### src/rtl/fifo_rd_word_packer.sv
// Pops entries from an async FIFO read port and packs PACK_RATIO of them (lane 0 in the LSBs) into one output word.
// Latency: the word becomes visible on the edge that pops its last entry; sustained rate is one entry per cycle.
// Backpressure: a full accumulator plus a held output word stops popping; FLUSH emits a partial word once the slot frees.
module fifo_rd_word_packer #(
    parameter int DATA_WIDTH = 8,
    parameter int PACK_RATIO = 4,
    localparam int OUT_WIDTH = DATA_WIDTH * PACK_RATIO,
    localparam int CNT_WIDTH = $clog2(PACK_RATIO + 1)
) (
    input  logic                  R_CLK,
    input  logic                  R_RST_N,
    input  logic                  R_EMPTY,
    input  logic [DATA_WIDTH-1:0] R_DATA,
    output logic                  R_INC_EN,
    input  logic                  FLUSH,
    input  logic                  OUT_READY,
    output logic                  OUT_VALID,
    output logic [OUT_WIDTH-1:0]  OUT_DATA,
    output logic [CNT_WIDTH-1:0]  OUT_BYTES
);

    localparam logic [CNT_WIDTH-1:0] LAST_LANE = CNT_WIDTH'(PACK_RATIO - 1);

    typedef logic [PACK_RATIO-1:0][DATA_WIDTH-1:0] lanes_t;

    lanes_t               lanes_q;
    lanes_t               lanes_nxt;
    logic [CNT_WIDTH-1:0] cnt_q;
    logic [CNT_WIDTH-1:0] cnt_nxt;
    logic                 flush_pend;
    logic                 slot_free;
    logic                 pop;
    logic                 complete;
    logic                 flush_req;
    logic                 load;

    assign slot_free = !OUT_VALID || OUT_READY;

    // The last lane may only be popped if the finished word can move out on the same edge.
    assign pop      = R_RST_N && !R_EMPTY && !flush_pend && !(cnt_q == LAST_LANE && !slot_free);
    assign R_INC_EN = pop;
    assign complete = pop && (cnt_q == LAST_LANE);
    assign cnt_nxt  = cnt_q + CNT_WIDTH'(pop);

    // cnt_nxt includes a coincident pop, so a FLUSH on an empty accumulator with no pop is dropped.
    assign flush_req = flush_pend || (FLUSH && (cnt_nxt != '0));
    assign load      = complete || (flush_req && slot_free);

    always_comb begin
        lanes_nxt = lanes_q;
        for (int i = 0; i < PACK_RATIO; i++) begin
            if (pop && cnt_q == CNT_WIDTH'(i)) begin
                lanes_nxt[i] = R_DATA;
            end
        end
    end

    always_ff @(posedge R_CLK) begin
        if (!R_RST_N) begin
            lanes_q    <= '0;
            cnt_q      <= '0;
            flush_pend <= 1'b0;
            OUT_VALID  <= 1'b0;
            OUT_DATA   <= '0;
            OUT_BYTES  <= '0;
        end else if (load) begin
            // Unused lanes are already zero because the accumulator is cleared on every load.
            OUT_VALID  <= 1'b1;
            OUT_DATA   <= lanes_nxt;
            OUT_BYTES  <= cnt_nxt;
            lanes_q    <= '0;
            cnt_q      <= '0;
            flush_pend <= 1'b0;
        end else begin
            if (OUT_READY) begin
                OUT_VALID <= 1'b0;
            end
            lanes_q <= lanes_nxt;
            cnt_q   <= cnt_nxt;
            if (flush_req) begin
                flush_pend <= 1'b1;
            end
        end
    end

endmodule

### config.mk
export PLATFORM = sky130hd
export DESIGN_NAME = fifo_rd_word_packer
export DESIGN_NICKNAME = d
export VERILOG_FILES = /design/src/rtl/fifo_rd_word_packer.sv
export SDC_FILE = /design/constraint.sdc
export NUM_CORES = 1
export LEC_CHECK = 0
export CAP_MARGIN = 20
export CORE_MARGIN = 5
export CORE_UTILIZATION = 45
export CTS_CLUSTER_SIZE = 40
export DETAILED_ROUTE_END_ITERATION = 8
export PLACE_DENSITY = 0.72
export SLEW_MARGIN = 20
export SYNTH_ARGS = -nofsm -noshare
export SYNTH_HDL_FRONTEND = slang
export SYNTH_SLANG_ARGS = --single-unit
export TNS_END_PERCENT = 50
### constraint.sdc
create_clock -name R_CLK -period 6.8 [get_ports R_CLK]
set_input_delay 1.7 -clock R_CLK [delete_from_list [all_inputs] [get_ports R_CLK]]
set_output_delay 1.7 -clock R_CLK [all_outputs]
set_load 0.005 [all_outputs]
==> results.tsv <==
stage	metric	value	unit
critical_path	startpoint types	input pin	
floorplan	row cnt	28	
critical_path	slowest cell on the critical path	clkdlybuf4s50_1	
flow_run	max_cap viols	0	
global_routing	pin count of the biggest net entering global routing	36	
sta	crit path time final	5.122	ns
synthesis	sequential element share of the synthesized area	53.73	%
synthesis	EDFF count, synth	0	
sta	relative slew slack	52.37	%
power	Pwr Total	1.098	mW
clock_network	clock-pin slew on the worst setup and hold paths	0.07	ns
drt	DRC Markers	0	
critical_path	Worst Path Arrival	3.42	ns
critical_path	crit path kind	input pin to output pin	
clock_network	clk sink count	72	
sta	Tightest Pin Transition	0.7145	ns
synthesis	Post-synth top flop	dfxtp_1	
clock_network	Post-CTS Setup Repair Bufs	0	
clock_network	Worst-Skew Late Latency	0.33	ns
sta	RSZ-0062 raised after global routing	no	
floorplan	die area	0.007606	mm^2
drt	TritonRoute pass-1 iters	4	
global_routing	total grt overflow	0	
finish	ratio of cells with drive above 1 in the final layout	7.097	%
drt	DR vias/cell	5.626	
critical_path	Critical Path Max Stage Delay	0.58	ns
critical_path	worst r2r src	OUT_VALID$_SDFFE_PN0P_	
synthesis	Yosys top cell by area	dfxtp_1	
clock_network	CTS Buffer Depth	2	
finish	number of nets in the layout	320	
critical_path	Worst Setup End Kind	output pin	
synthesis	most common library cells after synthesis	72 x dfxtp_1, 33 x nor2_1, 33 x nor4_1	
power	pwr dens	319.5	mW/mm^2
critical_path	most frequent CP cell	clkdlybuf4s50_1	
global_routing	All-Layer GR Usage	18.29	%
finish	Layout area overhead	28.08	%
global_routing	met2 Usage GRT	29.40	%
sta	fin worst setup slack	1.678	ns
global_routing	initial antenna violation count	0	
placement	DPL Wire Length	4266	um
sta	Final Hold Fails	0	
floorplan	die width	87.21	um
drt	routed wire length	6565	um
sta	final setup violation count	0	
hold_path	HP Class	register to register	
synthesis	post-synth top area share	53.73	%
sta	Fin Setup TNS	0	ns
placement	pre-CTS worst setup slack	1.706	ns
synthesis	Synth Area per Inst	10.28	um^2
sta	Hold Slack	0.4762	ns
global_routing	GR Util met1	24.32	%
drt	Post-DRT Antenna Nets	0	
global_routing	first-pass GRT wire length	10630	um
finish	multi-input logic area	0.001140	mm^2
clock_network	post-CTS sizing	0	
clock_network	CTS hold repair buffers	0	
synthesis	Ys Warns	0	
critical_path	CP required	5.10	ns
drt	via count	2166	
clock_network	H-Tree Depth	3	
floorplan	core outline area	0.005851	mm^2
placement	Buffers on Ports	49	
global_routing	vias in the first global route	2091	
placement	final RePlAce weighted congestion	0.8831	
global_routing	GRT busiest layer	met2	
drt	Avg WL per Cell	17.05	um
placement	DP Area	0.003218	mm^2
sta	fmax	0.1952	GHz
power	VDD IR-drop max	0.0001360	V
power	leakage	1.456	nW
floorplan	Die Height	87.21	um
clock_network	CTS tree	built	
finish	storage element area	0.001441	mm^2
finish	design area	0.003436	mm^2
floorplan	I/O pins	50	
sta	Final Cycle Share	75.33	%
global_routing	met3 Use GR	2.838	%
critical_path	worst path cell trace	clkdlybuf4s50_1 -> nand2b_1 -> nor4bb_1 -> nor4_1 -> clkdlybuf4s50_1	
drt	Initial DRC Count	177	
synthesis	top-count cell post-synth	dfxtp_1	
finish	Fill cells	507	
synthesis	Post-Syn Instances	261	
clock_network	root buffer cell	clkbuf_8	
sta	Clock Skew	0.004776	ns
synthesis	Distinct cells, synth	28	
critical_path	Critical Path Start	OUT_READY	
synthesis	asr flop ratio synth	0	%
clock_network	total CTS buffers	9	
synthesis	Post-Syn Area	0.002683	mm^2
synthesis	leading post-synthesis cells by cell area	dfxtp_1 54%, mux2i_1 12%, a211oi_1 9.0%, nor4_1 7.7%, nor2_1 4.6%	
hold_path	Hold Startpoint	OUT_BYTES[0]$_SDFFE_PN0P_	
outcome	status	complete, no violations	
synthesis	syn nets	276	
synthesis	FF+latch count, synth	72	
critical_path	CP max FO	9	
finish	diode count	0	
floorplan	Initial Util	45.85	%
sta	final slew viol count	0	
## routing by layer
layer  vias up  part of all wire, %
li1       1063                    -
met1      1033                   45
met2        64                   49
met3         6                  5.3
met4         0                  1.1
met5         -                    0
## layout make-up
cell class                      count  share of cell area, %
Clock buffer                       14                  5.317
Sequential cell                    72                  41.95
Timing Repair Buffer               55                  15.59
Inverter                            2                 0.2185
Multi-Input combinational cell    165                  33.18
Tap cell                           75                  2.731
Clock inverter                      2                  1.020
## final timing paths
check,endpoint,slack [ns],cells past startpoint
worst max register to register,OUT_DATA[26]$_SDFFE_PN0P_,3.58,10
worst max-delay path,R_INC_EN,1.68,5
worst min register to register,OUT_BYTES[0]$_SDFFE_PN0P_,0.48,2
worst min-delay path,OUT_BYTES[0]$_SDFFE_PN0P_,0.48,2
## worst max-delay path: cells and delay by family
| kind | cells | cell delay [ns] |
|---|---|---|
| and+or+nand+nor | 3 | 0.70 |
| buffers and inverters | 2 | 1.02 |
## sequential cells by signal, summed over array words and instances, names as in the netlist
signal	flops
OUT_DATA	32
lanes_q	32
OUT_BYTES	3
cnt_q	3
OUT_VALID	1
flush_pend	1
## cell families after synthesis
group,count (synthesis),share of synthesized area (%)
buffers and inverters,24,3.778
AO/OA/AOI/OAI,42,11.89
AND/OR/NAND/NOR,88,17.40
flip-flops,72,53.73
multiplexers,32,11.94
XOR/XNOR,1,0.3266
adder cells (fa/ha/maj),2,0.9327
## where the power goes
group	total (mW)	internal, mW	switching (mW)
combinational	0.248	0.133	0.114
clock	0.356	0.209	0.147
sequential	0.494	0.468	0.0254
total	1.10	0.811	0.287
## placed cells by master, fill, tap and decap left out, types with 2 or more instances in the layout
cell type	instances
nand3_1	3
a211oi_1	32
nor2_1	33
clkdlybuf4s50_1	49
nand2_1	4
buf_4	6
mux2i_1	32
dfxtp_1	72
a21oi_1	4
nor4_1	33
nand4_1	3
nor2b_1	2
o31ai_1	3
clkbuf_8	13
ha_1	2
and3_1	3
## through the flow
stage                     util [%]  instances
final                        58.73        385
after detailed placement     55.00        369
after CTS                    58.73        385
after floorplan                  -        261
after global routing         58.73        385
after global placement       55.00        369
(Power assumes the default switching activity.)
